[config.mk]
export PLATFORM = sky130hd
export DESIGN_NAME = rs_encoder_256
export DESIGN_NICKNAME = d
export VERILOG_FILES = /design/src/rtl/rs_encoder_256.sv
export SDC_FILE = /design/constraint.sdc
export NUM_CORES = 1
export LEC_CHECK = 0
export ABC_AREA = 1
export BUFFER_PORTS_ARGS = -buffer_cell sky130_fd_sc_hd__buf_2
export CORE_ASPECT_RATIO = 1.4
export CORE_MARGIN = 2
export CORE_UTILIZATION = 40
export DETAILED_ROUTE_END_ITERATION = 16
export GPL_ROUTABILITY_DRIVEN = 0
export HOLD_SLACK_MARGIN = 0.08
export PLACE_DENSITY = 0.64
export REMOVE_ABC_BUFFERS = 1
export SKIP_LAST_GASP = 1
export SLEW_MARGIN = 20
export SYNTH_ARGS = -nofsm -noshare
export SYNTH_HDL_FRONTEND = slang
export SYNTH_SLANG_ARGS = --single-unit
[constraint.sdc]
create_clock -name clk -period 2.6 [get_ports clk]
set_clock_uncertainty 0.1 [all_clocks]
set_input_delay 0.13 -clock clk [delete_from_list [all_inputs] [get_ports clk]]
set_output_delay 0.13 -clock clk [all_outputs]
set_load 0.005 [all_outputs]
[src/rtl/rs_encoder_256.sv]
// Systematic Reed-Solomon encoder over GF(256): forwards the message, then appends NPAR parity symbols.
// Optional build macro RS_ENC_LEN_CHECK_EN rejects starts with an illegal msg_len and pulses err.
module rs_encoder_256 #(
    parameter int unsigned NPAR      = 16,
    parameter logic [8:0]  PRIM_POLY = 9'h11D
) (
    input  logic       clk,
    input  logic       rst_n,
    input  logic       start,
    input  logic [7:0] msg_len,
    input  logic [7:0] data_in,
    input  logic       valid_in,
    output logic       ready_in,
    output logic [7:0] data_out,
    output logic       valid_out,
    input  logic       ready_out,
    output logic       last_out,
    output logic       busy,
    output logic       err
);

    localparam int unsigned SW = 8;
    localparam int unsigned CW = 8;

    // Shift-and-reduce multiply in GF(2^8)
    function automatic logic [SW-1:0] gf_mul(input logic [SW-1:0] a, input logic [SW-1:0] b);
        logic [SW-1:0] acc;
        logic [SW-1:0] sh;
        acc = '0;
        sh  = a;
        for (int i = 0; i < int'(SW); i++) begin
            if (b[i]) acc = acc ^ sh;
            sh = sh[SW-1] ? ({sh[SW-2:0], 1'b0} ^ PRIM_POLY[SW-1:0]) : {sh[SW-2:0], 1'b0};
        end
        return acc;
    endfunction

    // g(x) = prod (x + alpha^i); monic term dropped, coefficient j in bits [j*SW +: SW]
    function automatic logic [NPAR*SW-1:0] gen_poly();
        logic [(NPAR+1)*SW-1:0] c;
        logic [SW-1:0]          root;
        c          = '0;
        c[SW-1:0]  = 8'h01;
        root       = 8'h01;
        for (int i = 0; i < int'(NPAR); i++) begin
            for (int j = int'(NPAR); j > 0; j--)
                c[j*SW +: SW] = c[(j-1)*SW +: SW] ^ gf_mul(c[j*SW +: SW], root);
            c[SW-1:0] = gf_mul(c[SW-1:0], root);
            root      = gf_mul(root, 8'h02);
        end
        return c[NPAR*SW-1:0];
    endfunction

    localparam logic [NPAR*SW-1:0] GEN = gen_poly();

    typedef enum logic [1:0] {IDLE, MSG, PAR} state_t;

    state_t        state;
    state_t        state_nxt;
    logic [SW-1:0] p     [NPAR];
    logic [SW-1:0] p_fb  [NPAR];
    logic [SW-1:0] fb;
    logic [CW-1:0] k_len;
    logic [CW-1:0] count;
    logic          len_ok;
    logic          slot_free;
    logic          start_ok;
    logic          msg_acc;
    logic          msg_last;
    logic          par_emit;
    logic          par_done;

`ifdef RS_ENC_LEN_CHECK_EN
    assign len_ok = (msg_len != '0) && (msg_len <= CW'(255 - NPAR));
`else
    assign len_ok = 1'b1;
`endif

    assign msg_last = (count == CW'(k_len - CW'(1)));

    always_ff @(posedge clk or negedge rst_n) begin
        if (!rst_n) state <= IDLE;
        else        state <= state_nxt;
    end

    always_comb begin
        state_nxt = state;
        case (state)
            IDLE:    if (start_ok) state_nxt = (msg_len == '0) ? PAR : MSG;
            MSG:     if (msg_acc && msg_last) state_nxt = PAR;
            PAR:     if (par_done) state_nxt = IDLE;
            default: state_nxt = IDLE;
        endcase
    end

    // Handshake and datapath strobes
    always_comb begin
        slot_free = !valid_out || ready_out;
        ready_in  = 1'b0;
        start_ok  = 1'b0;
        msg_acc   = 1'b0;
        par_emit  = 1'b0;
        par_done  = 1'b0;
        case (state)
            IDLE: start_ok = start && len_ok;
            MSG: begin
                ready_in = slot_free;
                msg_acc  = valid_in && slot_free;
            end
            PAR: begin
                par_emit = slot_free && (count < CW'(NPAR));
                par_done = slot_free && valid_out && last_out;
            end
            default: ;
        endcase
    end

    // LFSR division step for the symbol on data_in
    always_comb begin
        fb      = data_in ^ p[NPAR-1];
        p_fb[0] = gf_mul(fb, GEN[0 +: SW]);
        for (int j = 1; j < int'(NPAR); j++)
            p_fb[j] = p[j-1] ^ gf_mul(fb, GEN[j*SW +: SW]);
    end

    always_ff @(posedge clk or negedge rst_n) begin
        if (!rst_n) begin
            data_out  <= '0;
            valid_out <= 1'b0;
            last_out  <= 1'b0;
            busy      <= 1'b0;
            k_len     <= '0;
            count     <= '0;
            for (int j = 0; j < int'(NPAR); j++) p[j] <= '0;
        end else if (start_ok) begin
            k_len <= msg_len;
            count <= '0;
            busy  <= 1'b1;
            for (int j = 0; j < int'(NPAR); j++) p[j] <= '0;
        end else if (msg_acc) begin
            data_out  <= data_in;
            valid_out <= 1'b1;
            count     <= msg_last ? '0 : CW'(count + CW'(1));
            for (int j = 0; j < int'(NPAR); j++) p[j] <= p_fb[j];
        end else if (par_emit) begin
            data_out  <= p[NPAR-1];
            valid_out <= 1'b1;
            last_out  <= (count == CW'(NPAR - 1));
            count     <= CW'(count + CW'(1));
            p[0]      <= '0;
            for (int j = 1; j < int'(NPAR); j++) p[j] <= p[j-1];
        end else if (slot_free) begin
            valid_out <= 1'b0;
            last_out  <= 1'b0;
            if (par_done) busy <= 1'b0;
        end
    end

`ifdef RS_ENC_LEN_CHECK_EN
    always_ff @(posedge clk or negedge rst_n) begin
        if (!rst_n) err <= 1'b0;
        else        err <= (state == IDLE) && start && !len_ok;
    end
`else
    assign err = 1'b0;
`endif

endmodule

==> results of run 1 <==
## through the flow
| stage | total power, µW | util, % | hold slack (ns) | instance area, µm² | worst slack [ns] |
|---|---|---|---|---|---|
| after floorplan | 10600 | - | -0.266 | 9720 | -3.47 |
| after global placement | 13700 | 43.5 | 0.0104 | 10700 | 0.139 |
| after detailed placement | 13800 | 43.5 | 0.0124 | 10700 | 0.100 |
| after CTS | 16700 | 46.9 | 0.0843 | 11500 | 0.0855 |
| after global routing | 18000 | 47.0 | 0.126 | 11600 | 0.0209 |
| final | 16800 | 47.0 | 0.0909 | 11600 | 0.193 |
## where the power goes
part / total [µW] / leakage, µW / internal (µW) / switching (µW)
Clock: 2780 / 0.000314 / 1650 / 1130
Sequential: 3970 / 0.00208 / 3430 / 547
Combinational: 10000 / 0.00298 / 3200 / 6830
Total: 16800 / 0.00537 / 8280 / 8500
## sequential cells by signal, summed over array words and instances, names as in the netlist
| signal | cells |
|---|---|
| last_out | 1 |
| p | 128 |
| data_out | 8 |
| k_len | 8 |
| state | 2 |
| count | 8 |
| valid_out | 1 |
| busy | 1 |
## what timing repair did
item,in CTS,in global routing
hold endpoints to repair,177,0
resized for setup,0,9
endpoints found under the setup margin,0,18
hold buffers,19,0
## how the worst min path moves through the flow
| stage | slack, ns | end | from |
|---|---|---|---|
| after floorplan | -0.27 | busy | rst_n |
| after global placement | 0.01 | p[79] | rst_n |
| after detailed placement | 0.01 | data_out[2] | rst_n |
| after CTS | 0.08 | last_out | valid_in |
| after global routing | 0.13 | p[65] | rst_n |
| final | 0.09 | p[79] | rst_n |
## placed cells by master (no fill, tap or decap), drive strengths merged, types with 19 or more instances in the layout
cell,instances
a21oi,51
buf,75
dfrtp,157
dlygate4sd3,19
inv,175
nand2,411
nand3,64
nor2,111
nor3,21
o21ai,157
o22ai,68
xor2,48
## final cells by class
class | instances | area [µm²] | share of cell area, %
flip-flops and latches | 157 | 3930 | 34.0
inverters | 172 | 657 | 5.68
well taps | 315 | 394 | 3.41
multi-input cells | 984 | 5180 | 44.8
clock buffers | 18 | 439 | 3.80
clock inverters | 14 | 205 | 1.78
repair buffers | 94 | 754 | 6.53
## cells by family after synthesis
kind of cell,after synthesis
other,1
buffers and inverters,224
adders and majority gates,2
and+or+nand+nor,619
AOI/OAI and AO/OA,296
DFF,157
xor gates and xnor gates,66
## routing by layer
layer	wire, µm	track usage [%]
met2	15200	41.8
met5	0	0
met3	1410	3.79
met4	1880	14.6
met1	11900	28.2
==> results.tsv, run 1 <==
stage	metric	value	unit
finish	# fillers	2416	
critical_path	Max stage delay cell, worst path	dfrtp_1	
clocking	CTS tree	yes	
critical_path	Data required, critical path	2.81	ns
run_status	status	completed	
sta	FMAX	416	MHz
finish	ANT cells	0	
critical_path	Crit Path Max Fanout	10	
floorplan	row cnt	68	
clocking	Worst-Skew Late Latency	0.45	ns
critical_path	Worst Setup EP	p[101]	
sta	setup_tns	0	ns
floorplan	die height	191	µm
sta	crit path time final	2.41	ns
synth	Post-Syn Area	0.0100	mm²
synth	Post-synth top flop	dfrtp_1	
finish	Final Non-Filler Cells	1754	
synth	Ys Warns	0	
clocking	root buf cell	clkbuf_16	
critical_path	startpoint types	flop	
synth	Cell variety after synth	49	
sta	Final Slew Violations	0	
critical_path	Crit path largest cell delay	0.42	ns
clocking	CTS HTree Levels	4	
critical_path	CP most frequent cell	nand2_1	
routing	Pre-antenna DRT Iters	5	
critical_path	R2R setup slack	0.19	ns
synth	Synth top cells by count	346 x nand2_1, 157 x dfrtp_1, 154 x inv_1, 141 x o21ai_0, 106 x nor2_1	
floorplan	Die Wd	138	µm
sta	slew margin rel.	53.4	%
critical_path	Crit path depth	11	
critical_path	FF-to-FF path depth	11	
clocking	clk sinks	157	
routing	post-route ant nets	0	
global_route	global route total overflow	0	
power_and_ir_drop	Leakage Power	0.00537	µW
place	Buffers on Ports	32	
routing	drt drc	0	
global_route	Global Route Usage Sum	24.3	%
global_route	largest net degree at the start of global routing	78	
synth	Post-Synth XOR/XNOR Area	6.94	%
routing	total wire length	30400	µm
sta	Final setup viols	0	
synth	Mapped Cells	1365	
synth	number of flops mapped to enable cells by yosys	0	
synth	post-synthesis simple-gate area fraction	27.7	%
synth	mux contribution to synthesized area	0	%
power_and_ir_drop	peak supply drop	0.747	mV
clocking	# Post-CTS Setup Buffers	0	
critical_path	CP Buf/Inv Count	1	
global_route	first-pass GRT wire length	48600	µm
synth	Yosys top cell by area	dfrtp_1	
floorplan	Core Box Area	0.0246	mm²
synth	Area contributors post-synth	dfrtp_1 39%, nand2_1 13%, o21ai_0 7.1%, inv_1 5.8%, o22ai_1 4.1%	
run	max-cap viol count	0	
finish	Area Growth Syn to Fin	15.5	%
routing	per-cell routed wire length	17.3	µm
critical_path	Worst Setup End Kind	flop	
synth	Avg Inst Size Synth	7.33	µm²
clocking	Num CTS Buffers	17	
routing	Starting DRT DRC Count	706	
clocking	clock transition at the registers of the reported paths	0.07	ns
synth	Compound-Gate Fraction of Synth Area	16.4	%
synth	post-synthesis sequential area ratio	39.3	%
floorplan	die area	0.0263	mm²
synth	post-synthesis adder-cell area fraction	0.250	%
finish	share of cells above drive strength 1	15.3	%
critical_path	crit path cell chain	inv_2 > nand2_1 > nand2_1 > nand2_1 > nand2_4 > xor2_4 > nand2_2 > nand2_1 > o21ai_0 > o21ai_0 > o21ai_0	
global_route	number of antenna violations at the first check in global routing	0	
routing	via count	9364	
global_route	number of global-route vias before repair	9001	
sta	fin crit share	92.6	%
floorplan	initial core utilization	40.7	%
critical_path	Worst R2R End	p[101]	
clocking	CTS Buffer Depth	2	
worst_hold_path	Min-Delay Path Class	input pin to asynchronous set/reset pin	
critical_path	CP top delay family	simple AND/OR/NAND/NOR gates	
critical_path	crit path from	p[0]	
critical_path	Crit Path Category	flop to flop	
sta	RSZ-0062 raised after global routing	no	
power_and_ir_drop	Pwr Density	1450	mW/mm²
synth	FF+latch count, synth	157	
floorplan	Ports	34	
routing	vias per cell	5.34	
synth	Synth top area share	39.3	%
synth	count leader, synth	nand2_1	
place	placed cells	1703	
place	Post-DP HPWL	22100	µm
critical_path	Worst R2R Start	p[0]	
sta	worst-margin pin slew	0.694	ns
sta	Final Hold Vio Count	0	
critical_path	critical path arrival	2.62	ns
finish	nets@finish	1449	
synth	asr flop ratio synth	100	%
synth	largest family of logic cells by synthesized area	simple AND/OR/NAND/NOR gates	
No activity file was read; power rests on OpenSTA's default activity.
==> inputs of run 2 (changes only) <==
Settings changed: ABC_AREA 1 to 0, CORE_MARGIN 2 to unset, PLACE_DENSITY 0.64 to 0.65.
==> results.tsv, run 2 <==
stage	metric	value	unit	change
synth	Synth top area share	41.0	%	+1.7 points
floorplan	die area	0.0246	mm²	-6.5%
synth	Avg Inst Size Synth	9.56	µm²	+30%
floorplan	initial core utilization	41.0	%	+0.33 points
critical_path	Crit Path Category	flop to flop		
floorplan	die height	185	µm	-3.1%
finish	Final Instance Area	0.0115	mm²	-0.76%
worst_hold_path	Min-Delay Path Class	input pin to asynchronous set/reset pin		
critical_path	startpoint types	flop		
critical_path	critical path arrival	2.75	ns	+0.13 ns
finish	fin util	49.1	%	+2.1 points
finish	Reg area	0.00393	mm²	unchanged
finish	Final Non-Filler Cells	1397		-20%
synth	count leader, synth	xnor2_1		
finish	# fillers	2136		-12%
routing	per-cell routed wire length	18.9	µm	+9.1%
place	pre-CTS setup slack	0.0206	ns	-0.0795 ns
floorplan	Ports	34		unchanged
routing	drt drc	0		unchanged
synth	number of flops mapped to enable cells by yosys	0		unchanged
clocking	Num CTS Buffers	17		unchanged
synth	post-synthesis sequential area ratio	41.0	%	+1.7 points
synth	asr flop ratio synth	100	%	unchanged
floorplan	Core Box Area	0.0234	mm²	-5.0%
critical_path	Max stage delay cell, worst path	xnor2_4		
floorplan	Die Wd	133	µm	-3.5%
synth	FF+latch count, synth	157		unchanged
place	Buffers on Ports	32		unchanged
synth	Post-synth top flop	dfrtp_1		
global_route	Global Route Usage Sum	21.9	%	-2.4 points
sta	fin crit share	96.0	%	+3.5 points
finish	leading cell type in the layout, fill and taps excluded	xnor2_1		
synth	Yosys top cell by area	dfrtp_1		
clocking	clock transition at the registers of the reported paths	0.07	ns	about the same
finish	area occupied by multi-input gates	0.00540	mm²	+4.2%
synth	Post-Syn Area	0.00959	mm²	-4.2%
critical_path	CP Buf/Inv Count	0		-1
floorplan	row cnt	66		-2.9%
routing	Starting DRT DRC Count	561		-21%
run_status	status	completed		
critical_path	CP most frequent cell	xnor2_4		
critical_path	Crit Path Max Fanout	8		-2
run	max-cap viol count	0		unchanged
critical_path	CP top delay family	XOR/XNOR gates		
routing	via count	7511		-20%
critical_path	Crit path largest cell delay	0.51	ns	+0.09 ns
place	Post-DP HPWL	17700	µm	-20%
routing	vias per cell	5.38		+0.71%
synth	Synth top cells by count	175 x xnor2_1, 157 x dfrtp_1, 105 x a21oi_1, 90 x nor2_1, 74 x o21ai_0		
sta	FMAX	401	MHz	-3.6%
finish	nets@finish	1102		-24%
synth	Mapped Cells	1003		-27%
sta	RSZ-0062 raised after global routing	no		
synth	Cell variety after synth	53		+8.2%
sta	slew margin rel.	48.0	%	-5.4 points
clocking	Worst-Skew Late Latency	0.44	ns	about the same
place	DP Area	0.0106	mm²	-0.96%
routing	total wire length	26400	µm	-13%
clocking	CTS tree	yes		
global_route	first-pass GRT wire length	40700	µm	-16%
synth	Area contributors post-synth	dfrtp_1 41%, xnor2_1 16%, a21oi_1 5.5%, xnor3_1 5.4%, o21ai_0 3.9%		
critical_path	Data required, critical path	2.85	ns	+0.04 ns
clocking	CTS Buffer Depth	2		unchanged
global_route	global route total overflow	0		unchanged
synth	Ys Warns	0		unchanged
finish	max reg flops	128		unchanged
place	placed cells	1345		-21%
sta	Final Hold Vio Count	0		unchanged
finish	ANT cells	0		unchanged
sta	final worst slack	0.104	ns	-0.0898 ns
clocking	CTS HTree Levels	4		unchanged
routing	post-route ant nets	0		unchanged
sta	crit path time final	2.50	ns	+0.0898 ns
finish	share of cells above drive strength 1	15.8	%	+0.48 points
global_route	largest net degree at the start of global routing	102		+31%
clocking	root buf cell	clkbuf_16		
sta	Final setup viols	0		unchanged
sta	worst-margin pin slew	0.775	ns	+0.0804 ns
clocking	# Post-CTS Setup Buffers	0		unchanged
routing	Pre-antenna DRT Iters	5		unchanged
sta	Final Slew Violations	0		unchanged
clocking	clk sinks	157		unchanged
finish	most frequent cells in the layout	173 x xnor2_1, 157 x dfrtp_1, 105 x a21oi_1		
critical_path	Worst Setup End Kind	flop		
global_route	number of antenna violations at the first check in global routing	0		unchanged
finish	Reg with most FFs	p		
global_route	number of global-route vias before repair	7334		-19%
critical_path	crit path cell chain	xnor2_4 > xnor2_2 > xnor2_4 > xnor2_1 > o21ai_0 > a31oi_1		
finish	Area Growth Syn to Fin	19.6	%	
## run 2: cell count changes after synthesis, sizes merged, moves of 27 or more
cell	delta
o22ai	-68
a21oi	+54
xor2	-27
inv	-165
xnor2	+174
o21ai	-79
nand2	-344
## run 2: area by class of cell
type / instances / area share [%]
clock inverters: 14 / 1.90
flip-flops and latches: 157 / 34.3
multi-input cells: 769 / 47.0
inverters: 6 / 0.196
repair buffers: 128 / 9.57
well taps: 306 / 3.34
clock buffers: 17 / 3.71
## run 2: what timing repair did
action / CTS / global route
pin swaps: 0 / 2
cloned: 0 / 2
hold buffers: 19 / 0
endpoints found under the setup margin: 1 / 45
resized for setup: 1 / 1
endpoints found under the hold margin: 77 / 0
## run 2: metrics by stage
| stage | setup TNS (ns) | hold WS [ns] |
|---|---|---|
| after detailed placement | 0 | 0.0604 |
| after CTS | 0 | 0.161 |
| after global routing | 0 | 0.177 |
| final | 0 | 0.134 |
| after global placement | 0 | 0.0528 |
| after floorplan | -530.84 | -0.266 |
## run 2: layer usage
metal | track usage (%) | wire length (µm) | part of all wire (%) | vias to the layer above
met3 | 3.26 | 1050 | 4.0 | 49
met1 | 26.3 | 10800 | 41 | 3712
met2 | 38.8 | 13700 | 52 | 176
met5 | 0 | 0 | 0 | -
met4 | 9.47 | 850 | 3.2 | 0
li1 | - | - | - | 3574
## run 2: path summary, 6_finish.rpt
check	startpoint	endpoint	slack [ns]	depth (start not counted)
worst min register to register	busy	busy	0.40	1
worst max-delay path	p[4]	p[12]	0.10	6
max in group asynchronous	rst_n	p[67]	1.55	3
worst min-delay path	rst_n	k_len[4]	0.13	2
worst max register to register	p[4]	p[12]	0.10	6
min in group clk	valid_in	p[107]	0.32	4
## run 2: cell families after synthesis
family                   synth area share (%)
AO/OA/AOI/OAI                            14.6
buffers and inverters                    3.42
XOR/XNOR                                 27.3
flip-flops                               41.0
AND/OR/NAND/NOR                          13.4
adder cells (fa/ha/maj)                 0.261
other                                  0.0391
Power of run 2 is left out: the tool's default activity adds up to more than one toggle a clock period on the data nets, which glitch-free logic cannot reach.
==> inputs of run 3 (changes only) <==
Settings changed: BUFFER_PORTS_ARGS -buffer_cell sky130_fd_sc_hd__buf_2 to unset, DONT_BUFFER_PORTS set to 1, PLACE_DENSITY 0.65 to 0.63.
==> results.tsv, run 3 (synthesis results as in run 2) <==
stage	metric	value	unit	change
run_status	status	complete, but fails checks		
finish	Area Growth Syn to Fin	15.7	%	
clocking	# Post-CTS Setup Buffers	0		unchanged
clocking	root buf cell	clkbuf_16		
floorplan	Ports	34		unchanged
critical_path	R2R setup slack	0.08	ns	-0.02 ns
routing	drt drc	0		unchanged
critical_path	crit path cell chain	xor2_1 > buf_4 > xnor3_1 > xnor2_2 > xor2_1 > a311oi_1 > o31a_1		
sta	setup_tns	0	ns	unchanged
critical_path	Crit Path Max Fanout	5		-3
sta	worst-margin pin slew	0.783	ns	+0.00811 ns
sta	worst hold margin	-0.719	ns	-0.853 ns
routing	total wire length	25100	µm	-5.1%
place	DP Area	0.0104	mm²	-2.0%
global_route	largest net degree at the start of global routing	158		+55%
sta	final worst slack	0.0833	ns	-0.0205 ns
critical_path	critical path arrival	2.79	ns	+0.04 ns
sta	Final Slew Violations	0		unchanged
critical_path	CP top delay family	XOR/XNOR gates		
floorplan	die height	185	µm	unchanged
floorplan	Core Box Area	0.0234	mm²	unchanged
place	Buffers on Ports	0		-100%
finish	leading cell type in the layout, fill and taps excluded	xnor2_1		
global_route	first-pass GRT wire length	41500	µm	+1.9%
routing	via count	7242		-3.6%
finish	nets@finish	1058		-4.0%
finish	Final Instance Area	0.0111	mm²	-3.3%
routing	per-cell routed wire length	18.6	µm	-2.0%
critical_path	CP Buf/Inv Count	1		+1
place	Post-DP HPWL	17600	µm	-0.73%
floorplan	Die Wd	133	µm	unchanged
finish	max reg flops	128		unchanged
critical_path	CP most frequent cell	xor2_1		
critical_path	Worst R2R Start	p[3]		
clocking	CTS HTree Levels	4		unchanged
run_status	failing checks	negative hold slack		
floorplan	row cnt	66		unchanged
place	pre-CTS setup slack	0.128	ns	+0.107 ns
critical_path	Worst Setup End Kind	flop		
run	max-cap viol count	0		unchanged
clocking	CTS Buffer Depth	2		unchanged
critical_path	FF-to-FF path depth	7		+1
finish	Reg with most FFs	p		
sta	RSZ-0062 raised after global routing	no		
critical_path	Crit path largest cell delay	0.55	ns	+0.04 ns
clocking	CTS tree	yes		
floorplan	die area	0.0246	mm²	unchanged
clocking	Post-CTS Resized	0		-1
clocking	Worst-Skew Late Latency	0.44	ns	about the same
critical_path	startpoint types	flop		
clocking	# hold bufs at CTS	18		-1
routing	post-route ant nets	0		unchanged
critical_path	Data required, critical path	2.87	ns	+0.02 ns
finish	ANT cells	0		unchanged
clocking	Num CTS Buffers	17		unchanged
worst_hold_path	Min-Delay Path Class	input pin to asynchronous set/reset pin		
critical_path	Worst R2R End	p[107]		
global_route	number of antenna violations at the first check in global routing	0		unchanged
clocking	clock transition at the registers of the reported paths	0.06	ns	about the same
critical_path	Crit Path Category	flop to flop		
global_route	number of global-route vias before repair	7443		+1.5%
sta	Final Hold Vio Count	157		+157
finish	most frequent cells in the layout	173 x xnor2_1, 157 x dfrtp_1, 105 x a21oi_1		
sta	crit path time final	2.52	ns	+0.0205 ns
sta	FMAX	397	MHz	-0.81%
finish	share of cells above drive strength 1	11.8	%	-3.9 points
floorplan	initial core utilization	41.0	%	unchanged
global_route	global route total overflow	0		unchanged
critical_path	Max stage delay cell, worst path	xnor3_1		
sta	slew margin rel.	47.4	%	-0.54 points
routing	vias per cell	5.35		-0.45%
routing	Starting DRT DRC Count	421		-25%
sta	Final setup viols	0		unchanged
global_route	Global Route Usage Sum	22.1	%	+0.22 points
clocking	clk sinks	157		unchanged
sta	fin crit share	96.8	%	+0.79 points
routing	Pre-antenna DRT Iters	5		unchanged
[run 3: cell types whose count changed in the layout (fill, tap and decap cells not counted), sizes merged]
| cell | previous run | this run |
|---|---|---|
| clkinv | 4 | 6 |
| clkbuf | 18 | 20 |
| buf | 108 | 67 |
| clkinvlp | 3 | 4 |
| and2 | 4 | 3 |
| bufinv | 5 | 1 |
| dlygate4sd3 | 19 | 18 |
| inv | 8 | 6 |
[run 3: final cells by class]
cell class	count	area (µm²)
Clock buffer	20	437
Clock inverter	11	97.6
Fill cell	2213	12300
Inverter	6	22.5
Multi-Input combinational cell	768	5380
Sequential cell	157	3930
Tap cell	306	383
Timing Repair Buffer	85	846
[run 3: layer usage]
| layer | up-vias | share of wire, % | track usage [%] |
|---|---|---|---|
| li1 | 3488 | - | - |
| met1 | 3557 | 41 | 26.5 |
| met2 | 145 | 52 | 39.0 |
| met3 | 52 | 3.3 | 3.48 |
| met4 | 0 | 3.2 | 9.89 |
| met5 | - | 0 | 0 |
[run 3: through the flow]
step / std cells / hold WS [ns] / util, %
final: 1353 / -0.719 / 47.5
after detailed placement: 1304 / -0.261 / 44.4
after CTS: 1353 / -0.734 / 47.5
after global placement: 1304 / -0.262 / 44.4
after floorplan: 931 / -0.266 / -
after global routing: 1353 / -0.735 / 47.5
[run 3: how the worst max path moves through the flow]
stage          startpoint  endpoint  slack, ns  cells past startpoint
5_1_grt              p[3]    p[107]       0.01                      7
3_3_place_gp         p[6]     p[13]       0.15                      6
3_5_place_dp         p[7]     p[52]       0.13                      7
6_report             p[3]    p[107]       0.08                      7
2_1_floorplan   valid_out    p[126]      -4.75                      6
4_1_cts              p[3]    p[107]       0.08                      7
Power of run 3 is left out for the same reason.
